==> src/rtl/mult_accum_pkg.sv <==
// Shared constants and types for the multiply-accumulate stage.
package mult_accum_pkg;

  localparam int OPND_W    = 4;   // operand width of the multiplier
  localparam int PROD_W    = 8;   // full product width of a 4x4 multiply
  localparam int ACC_W_DEF = 12;  // default accumulator / result width
  localparam int LEN_DEF   = 4;   // default products per result

  // Term counter; 8 bits covers LEN up to 256.
  typedef logic [7:0] cnt_t;

endpackage

==> src/rtl/mult_accum_main.sv <==
// Combinational 4x4 unsigned multiplier built from shifted partial products.
module main
  import mult_accum_pkg::*;
(
  input  logic [OPND_W-1:0] x,
  input  logic [OPND_W-1:0] y,
  output logic [PROD_W-1:0] p
);

  logic [PROD_W-1:0] pp [OPND_W];

  // One partial product per multiplier bit: x shifted into place when y[gi] is set.
  for (genvar gi = 0; gi < OPND_W; gi++) begin : g_pp
    assign pp[gi] = y[gi] ? (PROD_W'(x) << gi) : '0;
  end

  // The maximum product is 225, so the 8-bit sum never wraps.
  assign p = pp[0] + pp[1] + pp[2] + pp[3];

endmodule

==> src/rtl/mult_accum.sv <==
// Multiply-accumulate stage: registers operand pairs, multiplies them,
// and emits one dot-product result per LEN terms over valid/ready.
module mult_accum
  import mult_accum_pkg::*;
#(
  parameter int ACC_W = ACC_W_DEF,
  parameter int LEN   = LEN_DEF
) (
  input  logic              clk,
  input  logic              rst,
  input  logic              in_valid,
  output logic              in_ready,
  input  logic [OPND_W-1:0] in_x,
  input  logic [OPND_W-1:0] in_y,
  output logic              out_valid,
  input  logic              out_ready,
  output logic [ACC_W-1:0]  out_sum,
  output logic              out_ovf,
  output logic [7:0]        term_cnt
);

  localparam cnt_t LAST_CNT = cnt_t'(LEN - 1);

  // Operand register (S1)
  logic              s1_v;
  logic [OPND_W-1:0] s1_x;
  logic [OPND_W-1:0] s1_y;

  // Accumulation state
  logic [ACC_W-1:0]  acc;
  logic              ovf_acc;
  cnt_t              cnt;

  logic [PROD_W-1:0] p;
  logic [ACC_W:0]    sum;
  logic              last;
  logic              advance;
  logic              xfer;

  main u_mul (
    .x (s1_x),
    .y (s1_y),
    .p (p)
  );

  // The last term may only retire when the output register is free or being drained;
  // in_ready depends on state and out_ready only, never on in_valid.
  assign last     = (cnt == LAST_CNT);
  assign advance  = s1_v && !(last && out_valid && !out_ready);
  assign in_ready = !s1_v || advance;
  assign xfer     = in_valid && in_ready;
  assign sum      = {1'b0, acc} + {{(ACC_W + 1 - PROD_W){1'b0}}, p};
  assign term_cnt = cnt;

  // S1 loads on every handshake and empties when its term retires without a refill.
  always_ff @(posedge clk) begin
    if (rst) begin
      s1_v <= 1'b0;
      s1_x <= '0;
      s1_y <= '0;
    end else if (xfer) begin
      s1_v <= 1'b1;
      s1_x <= in_x;
      s1_y <= in_y;
    end else if (advance) begin
      s1_v <= 1'b0;
    end
  end

  // Accumulator, sticky carry and term counter; cleared when a result is handed off.
  always_ff @(posedge clk) begin
    if (rst) begin
      acc     <= '0;
      ovf_acc <= 1'b0;
      cnt     <= '0;
    end else if (advance) begin
      if (last) begin
        acc     <= '0;
        ovf_acc <= 1'b0;
        cnt     <= '0;
      end else begin
        acc     <= sum[ACC_W-1:0];
        ovf_acc <= ovf_acc | sum[ACC_W];
        cnt     <= cnt + cnt_t'(1);
      end
    end
  end

  // Output register: a new result may replace one being consumed in the same cycle.
  always_ff @(posedge clk) begin
    if (rst) begin
      out_valid <= 1'b0;
      out_sum   <= '0;
      out_ovf   <= 1'b0;
    end else if (advance && last) begin
      out_valid <= 1'b1;
      out_sum   <= sum[ACC_W-1:0];
      out_ovf   <= ovf_acc | sum[ACC_W];
    end else if (out_valid && out_ready) begin
      out_valid <= 1'b0;
    end
  end

endmodule

==> config.mk <==
export PLATFORM = sky130hd
export DESIGN_NAME = mult_accum
export DESIGN_NICKNAME = d
export VERILOG_FILES = /design/src/rtl/mult_accum_pkg.sv /design/src/rtl/mult_accum_main.sv /design/src/rtl/mult_accum.sv
export SDC_FILE = /design/constraint.sdc
export NUM_CORES = 1
export LEC_CHECK = 0
export BUFFER_PORTS_ARGS = -buffer_cell sky130_fd_sc_hd__buf_2
export CAP_MARGIN = 10
export CELL_PAD_IN_SITES_DETAIL_PLACEMENT = 1
export CELL_PAD_IN_SITES_GLOBAL_PLACEMENT = 2
export CORE_MARGIN = 2
export CORE_UTILIZATION = 38
export CTS_BUF_LIST = sky130_fd_sc_hd__clkbuf_16
export DETAILED_ROUTE_END_ITERATION = 8
export PLACE_DENSITY = 0.93
export SLEW_MARGIN = 25
export SYNTH_ARGS = -nofsm -noshare
export SYNTH_HDL_FRONTEND = slang
export SYNTH_SLANG_ARGS = --single-unit
==> constraint.sdc <==
create_clock -name clk -period 11.9 [get_ports clk]
set_clock_uncertainty 0.15 [all_clocks]
set_input_delay 0 -clock clk [delete_from_list [all_inputs] [get_ports clk]]
set_output_delay 0 -clock clk [all_outputs]
set_load 0.01 [all_outputs]
==> impl_results.md <==
* Outcome: finished clean
* Internal power at 0.000238 W
* Max-slew violations at 0
* Synth warn at 0
* Synthesized area at 2500 um2
* Worst Tran Pin Value at 713 ps
* Buffers on Ports at 34
* First-pass GRT wire length at 10500 um
* FFs w/ async S/R, synth at 0%
* Critical Path AT at 4530 ps
* RSZ-0062 raised after global routing: no
* Share of layout cells above drive strength 1 at 16.9%
* Launching point of the worst reg2reg path: s1_y[3]
* Total CTS buffers at 5
* Clock share of power at 43.3%
* Post-DR vias/cell at 5.57
* GPL Wtd Cong at 0.761
* Setup Viol. Count Final at 0
* Clk root buf: clkbuf_16
* WHS Endpoint: out_valid
* Hold Slack at 1.62 ps
* Clk_lat worst skew at 290 ps
* Core Util, Final at 47.0%
* Core area at 6350 um2
* Clk slew on worst S/H paths at 70 ps
* CTS resizes at 0
* Crit path kind: reg -> reg
* Detailed Place HPWL at 4660 um
* Post-synthesis simple-gate area fraction at 20.6%
* Tot GR Track Use at 18.1%
* CP startpoint: s1_y[3]
* CP Capture Type: flop
* Dominant synthesized flop cell: dfxtp_1
* RR Endpoint: acc[10]
* Cell count after synthesis at 262
* Drt drc at 0
* Post-Synth Adder-Cell Area at 14.8%
* Initial antenna violation count at 0
* Tot Pwr at 0.000315 W
* N_diodes at 0
* Wire length per cell at 16.2 um
* CP required at 11980 ps
* Critical path launch point type: flop
* Initial drt markers at 74
* Pwr dens at 106 nW/um2
* Synth-to-Final Area Change at 19.1%
* Hold Crit Depth at 3
* Rel. slew slack at 52.5%
* Reg2Reg Depth at 16
* Placed insts at 368
* Largest family of logic cells by synthesized area: simple AND/OR/NAND/NOR gates
* Post-Layout Cell Count at 385
* Total Wirelength at 6220 um
* NumNets Final at 345
* Grt ovf at 0
* ANT nets after route at 0
* Row cnt at 29
* Total clock sinks at 44
* First-pass detailed-route iteration total at 4
* Synthesized net count at 300
* Flops & latches, synth at 44
* Cell variety after synth at 51
* Sequential power share at 48.7%
* Hold crit path type: in -> reg
* Post-synthesis mux area share at 3.60%
* Switching power share of the total at 24.3%
* Largest fanout on the critical path at 6
* Final Hold Vio Count at 0
* Htree depth at 2
* Via count at 2144
* CTS Buffer Depth at 2
* Number of synthesized flops with an enable pin at 0
* Sequential-to-total area share from yosys stat at 35.2%
* Die Y at 85.2 um
* Fin crit share at 37.4%
* Combinational power share at 8.0%
* Die footprint at 7260 um2
* Synth Area in XOR/XNOR at 5.24%
* Sw power at 0.0000764 W
* Worst min-delay path startpoint: out_ready
* Mapped Avg Cell Area at 9.56 um2
* Setup TNS at 0 ps
* Pin count of the biggest net entering global routing at 35
* Ports at 35
* CTS tree: done
* P_leak at 1.46 nW
* Die width at 85.2 um
* Max_cap viols at 0
* Final Critical Period at 4450 ps
* Flop-to-flop setup slack at 7450 ps
* Peak VDD IR at 56.4 uV
* Initial Util at 39.4%
* Achievable Freq at 225 MHz
* Compound-Gate Fraction of Synth Area at 18.4%
* Vias in the first global route at 2145
-- sequential cells by signal, indices dropped and copies added, names as in the netlist --
register,cells
s1_x,4
acc,12
s1_v,1
ovf_acc,1
out_sum,12
s1_y,4
out_valid,1
out_ovf,1
term_cnt,8
-- metrics by stage --
step                      setup WS, ps  area, um2
final                             7450       2980
after detailed placement          7450       2750
after global routing              7220       2980
after CTS                         7430       2980
after global placement            7650       2750
after floorplan                   7850       2500
-- cell families (layout without fill, tap and decap cells) --
kind of cell | Yosys count | after routing
AND/OR/NAND/NOR | 96 | 96
AO/OA/AOI/OAI | 59 | 59
flip-flops | 44 | 44
adder cells (fa/ha/maj) | 26 | 26
XOR/XNOR | 15 | 15
buffers and inverters | 13 | 59
multiplexers | 9 | 9
-- synthesized netlist by cell type, drive strengths merged, types with 2 or more instances --
| library cell | instances | area, um2 |
|---|---|---|
| dfxtp | 44 | 881 |
| nor2 | 27 | 104 |
| nand2 | 21 | 81.3 |
| ha | 20 | 250 |
| and2 | 13 | 81.3 |
| a21oi | 9 | 45.0 |
| mux2i | 9 | 90.1 |
| xor2 | 8 | 70.1 |
| a21o | 7 | 52.6 |
| inv | 7 | 26.3 |
| o21ai | 7 | 38.8 |
| xnor2 | 7 | 61.3 |
| a22o | 6 | 52.6 |
| a22oi | 6 | 45.0 |
| fa | 6 | 120 |
| nand2b | 6 | 37.5 |
| clkbuf | 5 | 18.8 |
| and3 | 4 | 26.3 |
| nand3 | 4 | 20.0 |
| nand4 | 4 | 25.0 |
| nor3 | 4 | 20.0 |
| a221o | 3 | 30.0 |
| and4 | 3 | 26.3 |
| o2111ai | 3 | 26.3 |
| o31ai | 3 | 36.3 |
| or3 | 3 | 18.8 |
| a2111o | 2 | 22.5 |
| nand3b | 2 | 15.0 |
| o311ai | 2 | 17.5 |
-- power by group through the flow --
stage	sequential (W)	clock, W	combinational, W
finish	0.000153	0.000136	0.0000253
global route	0.000154	0.000146	0.0000287
CTS	0.000153	0.000140	0.0000255
detailed placement	0.000156	0	0.0000232
global placement	0.000156	0	0.0000221
floorplan	0.000155	0	0.0000164
-- what timing repair did --
action / 4_1_cts / 5_1_grt
setup buffers: 0 / 0
hold buffers: 9 / 0
hold endpoints to repair: 9 / 0
-- how the worst max path moves through the flow --
stage | to | slack, ps | cells past startpoint
6_report | acc[10] | 7450 | 16
5_1_grt | acc[10] | 7220 | 16
4_1_cts | acc[10] | 7430 | 16
3_5_place_dp | out_sum[10] | 7450 | 16
3_3_place_gp | acc[11] | 7650 | 15
2_1_floorplan | acc[10] | 7850 | 16
-- routing by layer --
| layer | part of all wire, % | vias up | GRT usage (%) |
|---|---|---|---|
| met2 | 47 | 52 | 30.1 |
| met4 | 1.6 | 0 | 6.06 |
| met3 | 4.1 | 13 | 3.40 |
| met5 | 0 | - | 0 |
| li1 | - | 1050 | - |
| met1 | 47 | 1029 | 23.5 |
-- area by class of cell --
cell class | instances | area, um2
clock inverters | 3 | 18.8
inverters | 7 | 26.3
fillers | 725 | 3370
multi-input cells | 205 | 1570
flip-flops and latches | 44 | 881
well taps | 77 | 96.3
clock buffers | 5 | 125
repair buffers | 44 | 268
-- cells in the final DEF, fill, tap and decap left out, types with 3 or more instances in the layout --
cell	synthesis	final
dfxtp_1	44	44
buf_2	0	34
nor2_1	26	26
nand2_1	20	20
ha_1	20	20
and2_1	13	13
a21oi_1	9	9
mux2i_1	9	9
dlygate4sd3_1	0	9
xor2_1	8	8
inv_1	7	7
a21o_1	7	7
xnor2_1	7	7
nand2b_1	6	6
o21ai_0	6	6
a22oi_1	6	6
a22o_1	6	6
fa_1	6	6
clkbuf_16	0	5
nor3_1	4	4
nand4_1	4	4
nand3_1	4	4
and3_1	3	3
a221o_1	3	3
o2111ai_1	3	3
or3_1	3	3
and4_1	3	3
-- critical path, cell delays in order, from the launching register on --
cell	delay, ps
dfxtp_1	340
and2_1	200
fa_1	540
inv_1	60
fa_1	540
inv_1	50
ha_1	210
fa_1	410
a21o_1	190
a21oi_1	170
xnor2_1	110
ha_1	400
a21oi_1	140
inv_1	100
o2111ai_1	200
or4_1	510
nand3_1	70
Note: power is estimated with default switching activity, not from simulation.
